--- config.mk ---
export PLATFORM = sky130hd
export DESIGN_NAME = bank_ring_fifo
export DESIGN_NICKNAME = d
export VERILOG_FILES = /design/src/rtl/bank_ring_fifo_pkg.sv /design/src/rtl/bank_ring_fifo_ram.sv /design/src/rtl/bank_ring_fifo.sv
export SDC_FILE = /design/constraint.sdc
export NUM_CORES = 2
export LEC_CHECK = 0
export BUFFER_PORTS_ARGS = -buffer_cell sky130_fd_sc_hd__buf_4
export CAP_MARGIN = 10
export CORE_MARGIN = 1.5
export CORE_UTILIZATION = 55
export DETAILED_ROUTE_END_ITERATION = 10
export HOLD_SLACK_MARGIN = 0.05
export PLACE_DENSITY = 0.68
export SLEW_MARGIN = 15
export SYNTH_ARGS = -nofsm -noshare
export SYNTH_HDL_FRONTEND = slang
export SYNTH_SLANG_ARGS = --single-unit
--- constraint.sdc ---
create_clock -name clk -period 5.7 [get_ports clk]
set_input_delay 0.855 -clock clk [delete_from_list [all_inputs] [get_ports clk]]
set_output_delay 0.855 -clock clk [all_outputs]
set_load 0.005 [all_outputs]
--- src/rtl/bank_ring_fifo_pkg.sv ---
// Shared definitions for the banked ring FIFO: derived geometry helpers and
// the per-cycle bank occupancy events.
package bank_ring_fifo_pkg;

   // Occupancy event encoded as {release, commit}.
   typedef enum logic [1:0] {
      BANK_HOLD  = 2'b00,
      BANK_FILL  = 2'b01,
      BANK_DRAIN = 2'b10,
      BANK_SWAP  = 2'b11
   } bank_evt_e;

   function automatic int bank_size(input int n, input int b);
      return 1 << (n - b);
   endfunction

   function automatic int off_width(input int n, input int b);
      return n - b;
   endfunction

endpackage

--- src/rtl/bank_ring_fifo_ram.sv ---
// Word store for the banked ring FIFO: one synchronous write port and one
// asynchronous read port, contents never reset.
module bank_ring_fifo_ram
   import bank_ring_fifo_pkg::*;
#(
   parameter int W  = 16,
   parameter int AW = 8
) (
   input  logic          clk,
   input  logic          we,
   input  logic [AW-1:0] waddr,
   input  logic [W-1:0]  wdata,
   input  logic [AW-1:0] raddr,
   output logic [W-1:0]  rdata
);

   logic [W-1:0] mem [2**AW];

   always_ff @(posedge clk) begin
      if (we) begin
         mem[waddr] <= wdata;
      end
   end

   assign rdata = mem[raddr];

endmodule

--- src/rtl/bank_ring_fifo.sv ---
// Multi-bank FIFO passing whole banks from writer to reader, with partial-bank
// flush and per-bank recorded length. Optional abort: define FIFO_ABORT_EN.
module bank_ring_fifo
   import bank_ring_fifo_pkg::*;
#(
   parameter int W = 16,
   parameter int N = 8,
   parameter int B = 1
) (
   input  logic         clk,
   input  logic         rst_,
   input  logic         w_trigger,
   input  logic [W-1:0] w_data,
   input  logic         w_flush,
   input  logic         w_abort,
   output logic         w_done,
   output logic [B:0]   w_banks,
   input  logic         r_trigger,
   output logic [W-1:0] r_data,
   output logic         r_last,
   output logic         r_ready,
   output logic         r_done
);

   localparam int OW = off_width(N, B);
   localparam int NB = 2 ** B;
   localparam logic [B:0] CNT_FULL = {1'b1, {B{1'b0}}};
   localparam logic [B:0] CNT_ONE  = {{B{1'b0}}, 1'b1};

   logic [B-1:0]  wb_reg, rb_reg;
   logic [OW-1:0] wo_reg, ro_reg;
   logic [B:0]    cnt_reg, cnt_next;
   logic [OW-1:0] len_q [NB];
   logic [OW-1:0] len_next;
   logic          abort_active;
   logic          full, auto_commit, flush_commit, commit, release_bank;
   bank_evt_e     evt;

`ifdef FIFO_ABORT_EN
   assign abort_active = w_abort;
`else
   logic unused_abort;
   assign unused_abort = w_abort;
   assign abort_active = 1'b0;
`endif

   assign full   = (cnt_reg == CNT_FULL);
   assign w_done = w_trigger && !full && !abort_active;

   // A flush counts the word being accepted this cycle, so it can close the
   // bank in the same cycle as an auto commit without committing twice.
   assign auto_commit  = w_done && (&wo_reg);
   assign flush_commit = w_flush && !abort_active && ((wo_reg != '0) || w_done);
   assign commit       = auto_commit || flush_commit;
   assign len_next     = w_done ? wo_reg : (wo_reg - OW'(1));

   assign r_ready      = (cnt_reg != '0);
   assign r_done       = r_trigger && r_ready;
   assign r_last       = r_ready && (ro_reg == len_q[rb_reg]);
   assign release_bank = r_done && r_last;
   assign w_banks      = cnt_reg;

   assign evt = bank_evt_e'({release_bank, commit});

   always_comb begin
      cnt_next = cnt_reg;
      case (evt)
         BANK_FILL:  cnt_next = cnt_reg + CNT_ONE;
         BANK_DRAIN: cnt_next = cnt_reg - CNT_ONE;
         default:    cnt_next = cnt_reg;
      endcase
   end

   always_ff @(posedge clk) begin
      if (!rst_) begin
         wb_reg  <= '0;
         wo_reg  <= '0;
         rb_reg  <= '0;
         ro_reg  <= '0;
         cnt_reg <= '0;
      end else begin
         cnt_reg <= cnt_next;
         if (abort_active) begin
            wo_reg <= '0;
         end else if (commit) begin
            wb_reg <= wb_reg + B'(1);
            wo_reg <= '0;
         end else if (w_done) begin
            wo_reg <= wo_reg + OW'(1);
         end
         if (r_done) begin
            if (r_last) begin
               rb_reg <= rb_reg + B'(1);
               ro_reg <= '0;
            end else begin
               ro_reg <= ro_reg + OW'(1);
            end
         end
      end
   end

   // Length registers hold (word count - 1); not reset, only read once committed.
   genvar gi;
   generate
      for (gi = 0; gi < NB; gi++) begin : g_len
         logic [OW-1:0] len_bank_reg;
         always_ff @(posedge clk) begin
            if (commit && (wb_reg == B'(gi))) begin
               len_bank_reg <= len_next;
            end
         end
         assign len_q[gi] = len_bank_reg;
      end
   endgenerate

   bank_ring_fifo_ram #(
      .W  (W),
      .AW (N)
   ) u_ram (
      .clk   (clk),
      .we    (w_done),
      .waddr ({wb_reg, wo_reg}),
      .wdata (w_data),
      .raddr ({rb_reg, ro_reg}),
      .rdata (r_data)
   );

endmodule
==> summary.txt <==
STA
  – Final max-slew violation count: 0
  – Tightest Pin Transition: 1.284 ns
  – Final Skew: 0.05451 ns
  – RSZ-0062 raised after global routing: false
  – Final Hold Violating Endpoints: 0
  – Worst relative slew slack: 14.39%
  – Total setup violations reported at the end of the flow: 0
  – FMAX: 176.2 MHz
  – Ratio of final minimum period to clock period: 99.55%
  – Worst hold slack after final layout: 0.2452 ns
  – Post-route minimum period: 5.674 ns
  – Setup slack of the critical path after layout: 0.02566 ns
  – Total negative setup slack: 0 ns

Setup path
  – Arrival time reported for the critical path endpoint: 4.82 ns
  – Critical Path Fanout Max: 29
  – Path type of the worst setup path: reg2out
  – Nature of the critical path endpoint: output pin
  – Register-to-register setup slack: 1.38 ns
  – Launch instance of the worst register-to-register path: w_banks[0]
  – Setup crit start kind: flip-flop
  – Number of cells on the worst reg-to-reg path: 6
  – Capturing point of the worst reg2reg path: u_ram.mem[84][3]
  – Required time at the worst-slack endpoint: 4.85 ns

Synth
  – FFs w/ async S/R, synth: 0%
  – Synthesized flop and latch total: 4,128
  – Sequential share of the synthesized area: 77.92%
  – Net count after synthesis: 7,360
  – Most frequently used flop master after synthesis: sky130_fd_sc_hd__edfxtp_1
  – Largest area contributor in the netlist: sky130_fd_sc_hd__edfxtp_1
  – Post-synthesis instance total: 7,331
  – Count of cell types in the netlist: 59
  – Cell types occupying the most area after synthesis: sky130_fd_sc_hd__edfxtp_1, sky130_fd_sc_hd__mux4_2, sky130_fd_sc_hd__mux2i_1, sky130_fd_sc_hd__nor2_1, sky130_fd_sc_hd__a22oi_1
  – Yosys warning count: 0
  – Number of enable-type register cells in the synthesized netlist: 4,110
  – Synth Area per Inst: 21.67 sq um
  – Cell area after synthesis: 158,900 sq um
  – Area share of the largest cell type after synthesis: 77.69%

Final layout
  – Total number of nets in the final design: 7,905
  – Area grow syn2layout: 13.18%
  – Proportion of layout cells with a drive suffix above 1: 25.04%
  – Flip-flop count of the largest register, all copies and words added: 4,096
  – Number of standard cells in the layout, taps in and fillers out: 11,982

Clock network
  – Clock transition at the registers of the reported paths: 0.06 ns
  – CTS tree: yes
  – Master cell of the clock root buffer: sky130_fd_sc_hd__clkbuf_16
  – CTS Buf Count: 403
  – Number of levels in the clock H-tree: 5
  – Num Clock Sinks: 4,128
  – Max clock buf depth: 4
  – Worst-Skew Late Latency: 0.95 ns

Power and ir drop
  – Final total power: 62,700 uW
  – Leakage power of the design: 0.05434 uW
  – VDD IR max: 0.0002592 V
  – Pwr/cell area: 348.8 nW/um^2

Floorplan
  – Initial Utilization: 55.23%
  – Die Span X: 540.4 um
  – Die outline height: 540.4 um
  – Total Die Area: 292,100 sq um
  – Rows: 197
  – I/O pins: 44
  – Core area: 287,700 sq um

Routing
  – DR DRC count: 0
  – Drt first pass iters: 6
  – Violation count after the first detailed-routing iteration: 11,070
  – Vias after detailed routing: 79,167
  – Detailed-route vias per instance: 6.607
  – Top metal layer carrying routed signals: met5
  – Wire length on met2: 194,800 um
  – DRT met1 WL: 156,800 um
  – Met3 routed WL: 41,870 um
  – Antenna-violating nets left: 0
  – Wire length reported by the detailed router: 411,400 um
  – Wire per inst: 34.33 um

Placed design
  – Final weighted congestion in routability-driven placement: 0.9221
  – Worst Setup Slack post-DPL: 0.1944 ns
  – Placed cell count: 11,240
  – Estimated wirelength of the detail-placed design: 236,900 um
  – Buffers added on ports: 42

GRT
  – Total congestion overflow after global routing: 0
  – Total global-route track usage: 28.03%
  – Initial antenna violation count: 11
  – Global-route wire length before repair: 579,000 um
  – Vias in the first global route: 77,818
  – Largest net degree at the start of global routing: 193

Hold path
  – Worst hold path endpoint: rb_reg
  – Count of cells along the worst hold path: 2
  – Worst hold path startpoint: rst_
  – Kind of path behind the tightest hold check: in2reg

Run status
  – Result of the run: finished, final reports clean

Job
  – Count of max-cap constraint violations: 0
metrics by stage:
stage / utilization [%] / area, sq um
6_report: 62.50 / 179800
5_1_grt: 62.50 / 179800
4_1_cts: 62.48 / 179700
3_5_place_dp: 57.93 / 166600
3_3_place_gp: 57.92 / 166600
2_1_floorplan: - / 158900
power by group:
part	switching [uW]	total, uW	internal, uW
clock	11400	26000	14600
sequential	21.7	33400	33400
combinational	1930	3290	1350
timing repair:
item	CTS	global route
endpoints found under the setup margin	16	7
hold buffers	0	0
setup buffers	12	0
pin swaps	0	0
gates resized for setup	15	11
cell usage after synthesis (12+ instances only):
| library cell | instances |
|---|---|
| sky130_fd_sc_hd__a31o_1 | 12 |
| sky130_fd_sc_hd__nor2_1 | 348 |
| sky130_fd_sc_hd__a31oi_1 | 15 |
| sky130_fd_sc_hd__a211o_1 | 13 |
| sky130_fd_sc_hd__nand2_1 | 69 |
| sky130_fd_sc_hd__mux4_2 | 830 |
| sky130_fd_sc_hd__buf_1 | 26 |
| sky130_fd_sc_hd__nor2b_1 | 40 |
| sky130_fd_sc_hd__buf_4 | 50 |
| sky130_fd_sc_hd__o211ai_1 | 16 |
| sky130_fd_sc_hd__xnor2_1 | 21 |
| sky130_fd_sc_hd__a221oi_1 | 131 |
| sky130_fd_sc_hd__nand3_1 | 42 |
| sky130_fd_sc_hd__buf_6 | 59 |
| sky130_fd_sc_hd__a211oi_1 | 46 |
| sky130_fd_sc_hd__o22ai_1 | 44 |
| sky130_fd_sc_hd__a221o_1 | 24 |
| sky130_fd_sc_hd__clkbuf_1 | 218 |
| sky130_fd_sc_hd__a21oi_1 | 112 |
| sky130_fd_sc_hd__a22oi_1 | 167 |
| sky130_fd_sc_hd__o21ai_0 | 79 |
| sky130_fd_sc_hd__a2111oi_0 | 30 |
| sky130_fd_sc_hd__dfxtp_1 | 18 |
| sky130_fd_sc_hd__mux2i_1 | 551 |
| sky130_fd_sc_hd__a22o_1 | 52 |
| sky130_fd_sc_hd__edfxtp_1 | 4110 |
| sky130_fd_sc_hd__buf_2 | 94 |
worst max-delay path, stage by stage (launching register included):
cell and delay (ns):
sky130_fd_sc_hd__dfxtp_4 0.43, sky130_fd_sc_hd__buf_12 0.14, sky130_fd_sc_hd__buf_4 0.19, sky130_fd_sc_hd__buf_12 0.26, sky130_fd_sc_hd__mux4_2 0.54, sky130_fd_sc_hd__a22oi_1 0.21, sky130_fd_sc_hd__a21oi_1 0.22, sky130_fd_sc_hd__a2111oi_1 0.92
sky130_fd_sc_hd__a221oi_1 0.25, sky130_fd_sc_hd__buf_4 0.25, sky130_fd_sc_hd__a31o_1 0.29, sky130_fd_sc_hd__buf_4 0.17
how the worst max path moves through the flow:
stage                         start    endpoint
after floorplan           ro_reg[0]   r_data[7]
after global placement    ro_reg[0]   r_data[6]
after detailed placement  ro_reg[0]   r_data[6]
after CTS                 ro_reg[0]  r_data[13]
after global routing      ro_reg[0]  r_data[15]
final                     ro_reg[0]  r_data[12]
area by class of cell:
type,count,area (sq um)
clock buffer,485,10410
fill,19064,107900
timing repair buffer,590,5374
multi-input combinational,2742,32940
tap,3781,4731
antenna,3,7.507
clock inverter,242,2484
inverter,11,41.29
sequential,4128,123800
cell usage in the layout, fill, tap and decap left out, types with 15 or more instances in the layout:
| master | n |
|---|---|
| sky130_fd_sc_hd__nor2_1 | 321 |
| sky130_fd_sc_hd__buf_4 | 508 |
| sky130_fd_sc_hd__clkinv_2 | 58 |
| sky130_fd_sc_hd__a211oi_1 | 45 |
| sky130_fd_sc_hd__a2111oi_0 | 15 |
| sky130_fd_sc_hd__a22oi_1 | 167 |
| sky130_fd_sc_hd__clkinv_16 | 17 |
| sky130_fd_sc_hd__nor2_2 | 20 |
| sky130_fd_sc_hd__nand3_2 | 17 |
| sky130_fd_sc_hd__a31oi_1 | 15 |
| sky130_fd_sc_hd__o211ai_1 | 16 |
| sky130_fd_sc_hd__o22ai_1 | 40 |
| sky130_fd_sc_hd__o21ai_0 | 76 |
| sky130_fd_sc_hd__mux2i_1 | 549 |
| sky130_fd_sc_hd__bufinv_16 | 33 |
| sky130_fd_sc_hd__a221o_1 | 24 |
| sky130_fd_sc_hd__clkinv_1 | 108 |
| sky130_fd_sc_hd__buf_12 | 64 |
| sky130_fd_sc_hd__a22o_1 | 52 |
| sky130_fd_sc_hd__a21oi_1 | 112 |
| sky130_fd_sc_hd__clkbuf_1 | 81 |
| sky130_fd_sc_hd__xnor2_1 | 21 |
| sky130_fd_sc_hd__buf_8 | 16 |
| sky130_fd_sc_hd__nor2b_1 | 36 |
| sky130_fd_sc_hd__nand3_1 | 24 |
| sky130_fd_sc_hd__mux4_2 | 830 |
| sky130_fd_sc_hd__nand2_1 | 68 |
| sky130_fd_sc_hd__clkbuf_16 | 404 |
| sky130_fd_sc_hd__a221oi_1 | 128 |
| sky130_fd_sc_hd__edfxtp_1 | 4110 |
layer usage:
metal,up-vias,global-route usage (%)
met4,10,10.98
met2,4421,43.65
li1,32019,-
met1,42004,39.82
met5,-,0
met3,713,5.161
cells by family after synthesis:
group | Yosys count | synth area share, %
and+or+nand+nor | 539 | 1.433
xor gates and xnor gates | 26 | 0.1433
AOI/OAI and AO/OA | 782 | 3.578
muxes | 1388 | 15.29
adders and majority gates | 7 | 0.05513
buffers and inverters | 461 | 1.585
DFF | 4128 | 77.92
(Power assumes the default switching activity.)
